==> config.mk <==
export PLATFORM = sky130hd
export DESIGN_NAME = utm_rrq_arb_flat
export DESIGN_NICKNAME = d
export VERILOG_FILES = /design/src/rtl/utm_rrq_arb_if.sv /design/src/rtl/utm_rrq_arb.sv /design/src/flat_wrapper.sv
export SDC_FILE = /design/constraint.sdc
export NUM_CORES = 1
export LEC_CHECK = 0
export BUFFER_PORTS_ARGS = -buffer_cell sky130_fd_sc_hd__buf_2
export CAP_MARGIN = 10
export CORE_ASPECT_RATIO = 0.7
export CORE_MARGIN = 5
export CORE_UTILIZATION = 51
export CTS_CLUSTER_SIZE = 10
export DETAILED_ROUTE_END_ITERATION = 10
export HOLD_SLACK_MARGIN = 0.15
export PLACE_DENSITY = 0.81
export RECOVER_POWER = 100
export SYNTH_ARGS = -nofsm -noshare
export SYNTH_HDL_FRONTEND = slang
export SYNTH_SLANG_ARGS = --single-unit
export TNS_END_PERCENT = 20
==> constraint.sdc <==
create_clock -name clk -period 5 [get_ports clk]
set_clock_uncertainty 0.2 [all_clocks]
set_input_delay 0.5 -clock clk [delete_from_list [all_inputs] [get_ports clk]]
set_output_delay 0.5 -clock clk [all_outputs]
set_load 0.02 [all_outputs]
==> src/rtl/utm_rrq_arb_if.sv <==
// Bundle of the requester-side, MRI request and MRI response signals of the UTM read-request arbiter.
// The master modport is the arbiter; the slave modport is the requesters plus MRI.
interface utm_rrq_arb_if #(
    parameter int NUM_REQ  = 3,
    parameter int ADDR_W   = 20,
    parameter int DATA_W   = 64,
    parameter int NUM_TAGS = 16
);
    localparam int TAG_W = $clog2(NUM_TAGS);

    logic [NUM_REQ-1:0]        req_valid;
    logic [NUM_REQ*ADDR_W-1:0] req_addr;
    logic [NUM_REQ-1:0]        req_ready;
    logic                      rrq_valid;
    logic                      rrq_ready;
    logic [ADDR_W-1:0]         rrq_addr;
    logic [TAG_W-1:0]          rrq_tag;
    logic                      rrs_valid;
    logic [TAG_W-1:0]          rrs_tag;
    logic [DATA_W-1:0]         rrs_data;
    logic [NUM_REQ-1:0]        rsp_valid;
    logic [DATA_W-1:0]         rsp_data;
    logic [TAG_W:0]            outstanding;
    logic                      err_bad_tag;

    modport master (
        input  req_valid, req_addr, rrq_ready, rrs_valid, rrs_tag, rrs_data,
        output req_ready, rrq_valid, rrq_addr, rrq_tag, rsp_valid, rsp_data,
               outstanding, err_bad_tag
    );

    modport slave (
        output req_valid, req_addr, rrq_ready, rrs_valid, rrs_tag, rrs_data,
        input  req_ready, rrq_valid, rrq_addr, rrq_tag, rsp_valid, rsp_data,
               outstanding, err_bad_tag
    );
endinterface

==> src/rtl/utm_rrq_arb.sv <==
// Round-robin arbiter sharing the UTM-to-MRI read-request port, with tag allocation,
// outstanding-tag tracking and response routing back to the issuing requester.
module utm_rrq_arb #(
    parameter int NUM_REQ  = 3,
    parameter int ADDR_W   = 20,
    parameter int DATA_W   = 64,
    parameter int NUM_TAGS = 16
) (
    input  logic          clk,
    input  logic          arst_n,
    utm_rrq_arb_if.master bus
);
    localparam int TAG_W = $clog2(NUM_TAGS);
    localparam int RID_W = (NUM_REQ > 1) ? $clog2(NUM_REQ) : 1;

    logic [NUM_TAGS-1:0] free_q, free_d;
    logic [RID_W-1:0]    owner_q [NUM_TAGS];
    logic [RID_W-1:0]    ptr_q, ptr_d;
    logic                rrq_valid_q, rrq_valid_d;
    logic [ADDR_W-1:0]   rrq_addr_q, rrq_addr_d;
    logic [TAG_W-1:0]    rrq_tag_q, rrq_tag_d;
    logic [NUM_REQ-1:0]  rsp_valid_q, rsp_valid_d;
    logic [DATA_W-1:0]   rsp_data_q, rsp_data_d;
    logic [TAG_W:0]      outstanding_q, outstanding_d;
    logic                err_q, err_d;

    logic                can_load;
    logic                any_free;
    logic                found;
    logic [RID_W-1:0]    grant_idx;
    logic [NUM_REQ-1:0]  grant;
    logic                accept;
    logic [TAG_W-1:0]    alloc_tag;
    logic                rsp_hit;
    logic                rsp_bad;

    // Grant logic: first requesting index at or after the pointer, gated by stage and tag availability.
    always_comb begin
        can_load  = !rrq_valid_q || bus.rrq_ready;
        any_free  = |free_q;
        found     = 1'b0;
        grant_idx = '0;
        grant     = '0;
        for (int k = 0; k < NUM_REQ; k++) begin
            if (!found && bus.req_valid[(int'(ptr_q) + k) % NUM_REQ]) begin
                found     = 1'b1;
                grant_idx = RID_W'((int'(ptr_q) + k) % NUM_REQ);
            end
        end
        if (found && can_load && any_free) begin
            grant[grant_idx] = 1'b1;
        end
    end

    assign accept = |grant;

    // Only tags free at the start of the cycle are candidates, so a tag freed now waits a cycle.
    always_comb begin
        alloc_tag = '0;
        for (int t = NUM_TAGS - 1; t >= 0; t--) begin
            if (free_q[t]) begin
                alloc_tag = TAG_W'(t);
            end
        end
    end

    assign rsp_hit = bus.rrs_valid && !free_q[bus.rrs_tag];
    assign rsp_bad = bus.rrs_valid &&  free_q[bus.rrs_tag];

    always_comb begin
        free_d        = free_q;
        ptr_d         = ptr_q;
        rrq_valid_d   = rrq_valid_q;
        rrq_addr_d    = rrq_addr_q;
        rrq_tag_d     = rrq_tag_q;
        rsp_valid_d   = '0;
        rsp_data_d    = rsp_data_q;
        outstanding_d = outstanding_q;
        err_d         = err_q || rsp_bad;

        if (accept) begin
            free_d[alloc_tag] = 1'b0;
            rrq_valid_d       = 1'b1;
            rrq_addr_d        = bus.req_addr[grant_idx*ADDR_W +: ADDR_W];
            rrq_tag_d         = alloc_tag;
            ptr_d             = (int'(grant_idx) == NUM_REQ - 1) ? '0 : grant_idx + 1'b1;
        end else if (bus.rrq_ready) begin
            rrq_valid_d = 1'b0;
        end

        if (rsp_hit) begin
            free_d[bus.rrs_tag]             = 1'b1;
            rsp_valid_d[owner_q[bus.rrs_tag]] = 1'b1;
            rsp_data_d                      = bus.rrs_data;
        end

        case ({accept, rsp_hit})
            2'b10:   outstanding_d = outstanding_q + 1'b1;
            2'b01:   outstanding_d = outstanding_q - 1'b1;
            default: outstanding_d = outstanding_q;
        endcase
    end

    always_ff @(posedge clk or negedge arst_n) begin
        if (!arst_n) begin
            free_q        <= '1;
            ptr_q         <= '0;
            rrq_valid_q   <= 1'b0;
            rrq_addr_q    <= '0;
            rrq_tag_q     <= '0;
            rsp_valid_q   <= '0;
            rsp_data_q    <= '0;
            outstanding_q <= '0;
            err_q         <= 1'b0;
        end else begin
            free_q        <= free_d;
            ptr_q         <= ptr_d;
            rrq_valid_q   <= rrq_valid_d;
            rrq_addr_q    <= rrq_addr_d;
            rrq_tag_q     <= rrq_tag_d;
            rsp_valid_q   <= rsp_valid_d;
            rsp_data_q    <= rsp_data_d;
            outstanding_q <= outstanding_d;
            err_q         <= err_d;
        end
    end

    // Owner entries are only read for allocated tags, so they need no reset.
    always_ff @(posedge clk) begin
        if (accept) begin
            owner_q[alloc_tag] <= grant_idx;
        end
    end

    assign bus.req_ready   = grant;
    assign bus.rrq_valid   = rrq_valid_q;
    assign bus.rrq_addr    = rrq_addr_q;
    assign bus.rrq_tag     = rrq_tag_q;
    assign bus.rsp_valid   = rsp_valid_q;
    assign bus.rsp_data    = rsp_data_q;
    assign bus.outstanding = outstanding_q;
    assign bus.err_bad_tag = err_q;
endmodule

==> src/flat_wrapper.sv <==
// flat-port wrapper written by rule: the top's interface ports become plain ports
module utm_rrq_arb_flat 
#(
    parameter int NUM_REQ  = 3,
    parameter int ADDR_W   = 20,
    parameter int DATA_W   = 64,
    parameter int NUM_TAGS = 16
)
  (clk, arst_n, bus_req_valid, bus_req_addr, bus_rrq_ready, bus_rrs_valid, bus_rrs_tag, bus_rrs_data, bus_req_ready, bus_rrq_valid, bus_rrq_addr, bus_rrq_tag, bus_rsp_valid, bus_rsp_data, bus_outstanding, bus_err_bad_tag);
  utm_rrq_arb_if #(.NUM_REQ(NUM_REQ), .ADDR_W(ADDR_W), .DATA_W(DATA_W), .NUM_TAGS(NUM_TAGS)) bus_i ();
  input  logic clk;
  input  logic arst_n;
  input wire logic [$bits(bus_i.req_valid)-1:0] bus_req_valid;
  input wire logic [$bits(bus_i.req_addr)-1:0] bus_req_addr;
  input wire logic [$bits(bus_i.rrq_ready)-1:0] bus_rrq_ready;
  input wire logic [$bits(bus_i.rrs_valid)-1:0] bus_rrs_valid;
  input wire logic [$bits(bus_i.rrs_tag)-1:0] bus_rrs_tag;
  input wire logic [$bits(bus_i.rrs_data)-1:0] bus_rrs_data;
  output wire logic [$bits(bus_i.req_ready)-1:0] bus_req_ready;
  output wire logic [$bits(bus_i.rrq_valid)-1:0] bus_rrq_valid;
  output wire logic [$bits(bus_i.rrq_addr)-1:0] bus_rrq_addr;
  output wire logic [$bits(bus_i.rrq_tag)-1:0] bus_rrq_tag;
  output wire logic [$bits(bus_i.rsp_valid)-1:0] bus_rsp_valid;
  output wire logic [$bits(bus_i.rsp_data)-1:0] bus_rsp_data;
  output wire logic [$bits(bus_i.outstanding)-1:0] bus_outstanding;
  output wire logic [$bits(bus_i.err_bad_tag)-1:0] bus_err_bad_tag;
  assign bus_i.req_valid = bus_req_valid;
  assign bus_i.req_addr = bus_req_addr;
  assign bus_i.rrq_ready = bus_rrq_ready;
  assign bus_i.rrs_valid = bus_rrs_valid;
  assign bus_i.rrs_tag = bus_rrs_tag;
  assign bus_i.rrs_data = bus_rrs_data;
  assign bus_req_ready = bus_i.req_ready;
  assign bus_rrq_valid = bus_i.rrq_valid;
  assign bus_rrq_addr = bus_i.rrq_addr;
  assign bus_rrq_tag = bus_i.rrq_tag;
  assign bus_rsp_valid = bus_i.rsp_valid;
  assign bus_rsp_data = bus_i.rsp_data;
  assign bus_outstanding = bus_i.outstanding;
  assign bus_err_bad_tag = bus_i.err_bad_tag;
  utm_rrq_arb #(.NUM_REQ(NUM_REQ), .ADDR_W(ADDR_W), .DATA_W(DATA_W), .NUM_TAGS(NUM_TAGS)) u_core (.clk(clk), .arst_n(arst_n), .bus(bus_i));
endmodule
==> Yosys cells after proc, flatten, opt, wreduce, memory -nomap -nowiden <==
Memories as Yosys holds them, arrays and structs flattened.
Cells that the tools add are included.
{ "word_totals": {"memories": 1, "ff_bits": 116, "wordCells": 108, "in_bits": 135, "out_inout_bits": 101, "ram_bits": 32} }
{ "classes": {"bitwise": 3, "n_lt_le_gt_ge": 11, "mux": 51, "div_mod_pow": 3, "n_reduce_logical": 20, "n_addsub": 5, "mul": 1, "shifts": 1, "n_eq_ne": 3} }
{ "mem_list": {"columns": ["name", "depth", "word_bits", "rd", "rd_clocked_by_memory_dff", "wr", "line", "source"], "rows": [
  ["u_core.owner_q", 16, 2, 1, 0, 1, "utm_rrq_arb.sv:17", "logic [RID_W-1:0] owner_q [NUM_TAGS];"]
]} }
{ "ops": {"columns": ["op", "count"], "rows": [
  ["32-bit by 4-bit less-than comparator with 1-bit output, second input constant", 3],
  ["32-bit by 3-bit modulo with 32-bit output, second input constant", 2],
  ["4-bit two-way mux", 16],
  ["60-bit by 8-bit indexed part select with 20-bit output", 1],
  ["3-bit by 3-bit modulo with 32-bit output, second input constant", 1],
  ["16-bit two-way mux", 2],
  ["1-bit two-way mux", 18],
  ["16-bit AND", 1],
  ["16-bit inverter", 1],
  ["16-bit OR", 1],
  ["16-bit OR reduction", 1],
  ["1-bit logical AND", 10],
  ["4-bit by 5-bit less-than comparator with 1-bit output, second input constant", 2],
  ["5-bit case mux with 2 select lines", 1],
  ["1-bit demux with 4-bit select", 2],
  ["4-bit by 1-bit >= comparator with 1-bit output, second input constant", 2],
  ["2-bit two-way mux", 4],
  ["1-bit binary-select mux with 2-bit select", 3],
  ["2-bit by 3-bit less-than comparator with 1-bit output, second input constant", 2],
  ["3-bit two-way mux", 2],
  ["5-bit by 1-bit adder with 5-bit output, second input constant", 1],
  ["2-bit by 3-bit multiplier with 5-bit output, second input constant", 1],
  ["5-bit by 1-bit subtractor with 5-bit output, second input constant", 1],
  ["1-bit binary-select mux with 4-bit select", 1],
  ["11 further kinds", 19]
]} }

==> Longest topological paths before layout <==
{ "logic_depth": {"depth_word": 25, "ltp_mapped": 15, "ltp_nobuf": 15} }

==> Least setup slack after synthesis <==
OpenSTA, ideal clock, no wires.
{ "synth_timing": {"path_type": "input port to flip-flop", "start": "in bus_rrs_tag[2]", "end": "reg u_core.outstanding_q[4], in the netlist u_core.bus.outstanding[4]", "arrival_time_ns": 3.281, "slack_ns": 1.439, "n_path_buf": 3, "path_stages": 14, "setup_time_ns": 0.079, "required_time_ns": 4.721, "path_cell_list": "buf_2 -> mux4_2 -> mux2_2 -> o2bb2ai_2 -> buf_4 -> buf_6 -> ha_1 -> inv_1 -> fa_1 -> nor2b_1 -> o21ai_0 -> and3_1 -> nor3_1 -> xor2_1"} }
{ "synth_between": {"elab_chain_cells": 6, "elab_cells_between_ends": 8, "cone_classes": "eq/ne: 2; mux: 3; reduce/logical: 3"} }
{ "synth_rtl": {"columns": ["element", "line", "source"], "rows": [
  ["from (decl)", "flat_wrapper.sv:17", "input wire logic [$bits(bus_i.rrs_tag)-1:0] bus_rrs_tag;"],
  ["1-bit binary-select mux with 4-bit select (*)", "utm_rrq_arb.sv:67", "assign rsp_hit = bus.rrs_valid && !free_q[bus.rrs_tag];"],
  ["1-bit two-way mux (not written as such) (*)", "utm_rrq_arb.sv:67", null],
  ["1-bit zero test (*)", "utm_rrq_arb.sv:67", null],
  ["1-bit logical AND (*)", "utm_rrq_arb.sv:67", null],
  ["net u_core.rsp_hit", "utm_rrq_arb.sv:34", "logic rsp_hit;"],
  ["2-bit by 1-bit == test with 1-bit output or 2-bit == test (tied branches)", "utm_rrq_arb.sv:97", "case ({accept, rsp_hit})"],
  ["5-bit case mux with 2 select lines or 2-bit nonzero test (tied branches)", null, null],
  ["to (signal assigned)", "utm_rrq_arb.sv:123", "outstanding_q <= outstanding_d;"],
  ["to (decl)", "utm_rrq_arb.sv:24", "logic [TAG_W:0] outstanding_q, outstanding_d;"]
]} }
Mark *: on every way through the listed nets, which the timed path passes. The rest lies on a longest branch. The select of a mux whose other input is x is not followed.
A chain may end at the register's enable or synchronous reset.

==> Worst setup path after layout <==
{ "layout_timing": {"start": "reg u_core.ptr_q[0]", "end": "out bus_req_ready[2]"} }
{ "layout_between": {"elab_chain_cells": 16, "elab_cells_between_ends": 32, "cone_classes": "add/sub: 2; div: 3; order compare: 2; mux: 18; reduce/logical: 7"} }
{ "layout_rtl": {"columns": ["element", "line", "source"], "rows": [
  ["from (decl)", "utm_rrq_arb.sv:18", "logic [RID_W-1:0] ptr_q, ptr_d;"],
  ["from (signal assigned)", "utm_rrq_arb.sv:117", "ptr_q <= ptr_d;"],
  ["branches (longest 15 deep; another with 32-bit by 3-bit modulo with 32-bit output)", null, null],
  ["3-bit two-way mux (*)", "utm_rrq_arb.sv:50", "if (found && can_load && any_free) begin"],
  ["to (decl)", "flat_wrapper.sv:19", "output wire logic [$bits(bus_i.req_ready)-1:0] bus_req_ready;"]
]} }
Mark *: on every way between the ends. The select of a mux whose other input is x is not followed.

==> results.sh <==
export IMPL_maxCapViolCount=1
export IMPL_numCtsBuffers=17
export IMPL_synth_distinct_cells=62
export IMPL_gp_congestion=0.973
export IMPL_power_density_nw_per_um2=651
export IMPL_grt_antenna_before_repair=0
export IMPL_critPathKind="flip-flop to primary output"
export IMPL_ys_warn_count=0
export IMPL_synthTopCellsByArea="dfrtp_1, edfxtp_1, mux2_2, dfstp_2, mux4_2"
export IMPL_synth_seq_cells=148
export IMPL_synthCells=552
export IMPL_drtAntennaViolNets=0
export IMPL_first_pass_iters=6
export IMPL_dieWidth_um=151
export IMPL_port_buffers=235
export IMPL_nets=993
export IMPL_ir_drop_v=0.000254
export IMPL_cts_root_buf="clkbuf_16"
export IMPL_core_sq_um=13800
export IMPL_fill_cells=1027
export IMPL_cts_buffer_depth=2
export IMPL_max_freq_ghz=0.237
export IMPL_grt_overflow=0
export IMPL_via_per_inst=5.70
export IMPL_synth_seq_area_share_pct=54.8
export IMPL_cp_arrival_ns=3.52
export IMPL_endpoint_kind="primary output"
export IMPL_area_growth_pct=34.3
export IMPL_postLayoutCellArea_sq_um=9520
export IMPL_drc=0
export IMPL_hold_class="input pin to flip-flop"
export IMPL_grt_max_degree=68
export IMPL_wirelength_um=21600
export IMPL_finalCriticalPeriod_ns=4.22
export IMPL_rows=36
export IMPL_synth_top_area_share_pct=35.3
export IMPL_start_util_pct=51.4
export IMPL_cts_sinks=148
export IMPL_num_vias=6011
export IMPL_netlist_area_sq_um=7090
export IMPL_postCtsSetupRepairBufs=0
export IMPL_die_height_um=109
export IMPL_grt_pass1_vias=6154
export IMPL_final_cell_mix="buf_2, clkbuf_1, dfrtp_1"
export IMPL_syn_area_per_cell_sq_um=12.8
export IMPL_drive_gt1_share_pct=30.7
export IMPL_crit_fanout=39
export IMPL_setup_tns_ns=0
export IMPL_clkTransAtPathRegs_ns=0.06
export IMPL_synth_top_cell_by_area="dfrtp_1"
export IMPL_cts_resized=0
export IMPL_violations="max-capacitance violations, max-slew violations"
export IMPL_status="complete, but fails checks"
export IMPL_layout_commonest_cell="buf_2"
export IMPL_cts_max_level=4
export IMPL_fin_cells=1055
export IMPL_slew_headroom_pct=-9.20
export IMPL_synth_edf_count=32
export IMPL_cts_tree="built"
export IMPL_synth_net_count=694
export IMPL_io_pins=236
export IMPL_final_hold_violation_count=0
export IMPL_place_area_sq_um=8450
export IMPL_cp_start_kind="flip-flop"
export IMPL_cts_hold_buffers_added=65
export IMPL_placed_cells=957
export IMPL_dp_hpwl_um=14100
export IMPL_wl_per_cell_um=20.5
export IMPL_die_area_sq_um=16400
export IMPL_drt_iter0_drc=456
export IMPL_grt_pass1_wl_um=33000
export IMPL_required_ns=4.30
export IMPL_p_leak_nw=3.98
export IMPL_grt_setup_unrepaired="false"
export IMPL_power_mw=6.20
export IMPL_setup_violations=0
export IMPL_finalCritPeriodShare_pct=84.5
export IMPL_worstMarginPinSlew_ns=1.64
export IMPL_async_reset_ff_share_pct=78.4
export IMPL_maxSlewViolCount=68
export IMPL_clock_latency_ns=0.42
export IMPL_synth_ff_type="dfrtp_1"
export IMPL_grt_total_usage_pct=26.1
-- through the flow --
| step | setup WS [ns] | utilization (%) | hold slack [ns] |
|---|---|---|---|
| after floorplan | 1.44 | - | 0.00441 |
| after global placement | 1.29 | 61.3 | 0.245 |
| after detailed placement | 1.07 | 61.3 | 0.279 |
| after CTS | 1.19 | 70.8 | 0.154 |
| after global routing | 0.545 | 69.1 | 0.162 |
| final | 0.777 | 69.1 | 0.164 |
-- layer usage --
metal,global-route usage [%],wire (um),vias up,part of all wire (%)
li1,-,-,2669,-
met1,33.4,8450,2962,39
met2,43.8,10800,313,50
met3,5.23,1610,67,7.5
met4,10.9,724,0,3.4
met5,0,0,-,0
-- worst max-delay path, cell delays in order, from the launching register on --
cell	delay, ns
dfrtp_1	0.37
inv_1	0.05
ha_1	0.36
or3b_1	0.37
a21oi_1	0.15
clkbuf_1	0.73
o21a_1	0.23
buf_4	0.35
and3_1	0.21
clkbuf_1	0.26
-- path summary, 6_finish.rpt --
kind | start | endpoint | slack, ns | cells past startpoint
setup / recovery | u_core.ptr_q[0] | bus_req_ready[2] | 0.78 | 9
max in group asynchronous | arst_n | u_core.bus.rsp_data[5] | 2.22 | 3
hold / removal | bus_rrs_valid | u_core.bus.err_bad_tag | 0.16 | 2
hold reg to reg | u_core.bus.err_bad_tag | u_core.bus.err_bad_tag | 0.29 | 1
min in group asynchronous | arst_n | u_core.bus.rrq_addr[14] | 0.51 | 2
setup reg to reg | u_core.ptr_q[0] | u_core.bus.outstanding[4] | 1.19 | 13
-- cell families (layout without fill, tap and decap cells) --
logic type	after synthesis	count (layout)	synth area share, %
flops	148	148	54.8
simple gates	119	119	8.47
other cells	0	1	0
fa+ha+maj	8	8	1.50
buf+inv	67	379	4.17
xor+xnor	4	4	0.494
compound gates	104	104	11.3
mux	102	102	19.2
-- sequential cells by signal (all words and copies together) (netlist names) --
signal	count
u_core.bus.rsp_data	64
u_core.bus.rrq_valid	1
u_core.bus.rrq_addr	20
u_core.ptr_q	2
u_core.bus.err_bad_tag	1
u_core.bus.outstanding	5
u_core.bus.rrq_tag	4
u_core.owner_q	32
u_core.bus.rsp_valid	3
u_core.free_q	16
-- synth_stat cells, types with 2 or more instances --
master,number
dfrtp_1,100
mux2_2,66
inv_1,34
edfxtp_1,32
nor2_1,25
nand3_1,23
o211ai_1,23
o311ai_0,21
nand2_1,20
clkbuf_1,19
mux2_4,19
dfstp_2,16
mux4_2,13
o21ai_0,11
a21oi_1,10
nor3_1,9
buf_2,8
and3_1,7
nand2b_1,7
nor2b_1,7
a21o_1,6
ha_1,6
nor4_1,6
a31oi_1,5
buf_6,4
o22a_1,4
a21boi_0,3
a22o_1,3
nand4_1,3
nor3b_1,3
xor2_1,3
and2_1,2
mux2_1,2
mux2i_1,2
o41ai_1,2
or2_2,2
-- where the power goes --
group	total [mW]	leakage (nW)	internal, mW	switching, mW
registers	2.15	1.64	1.80	0.355
logic	2.62	2.01	0.948	1.67
clock network	1.43	0.328	0.905	0.521
-- final cells by class --
class | count | area [sq um] | share of cell area [%]
Sequential cell | 148 | 3880 | 40.8
Multi-Input combinational cell | 337 | 2830 | 29.7
Timing Repair Buffer | 313 | 1780 | 18.7
Clock buffer | 20 | 479 | 5.03
Tap cell | 190 | 238 | 2.50
Clock inverter | 12 | 184 | 1.93
Inverter | 34 | 128 | 1.34
Antenna cell | 1 | 2.50 | 0.0263
(Power assumes the default switching activity.)
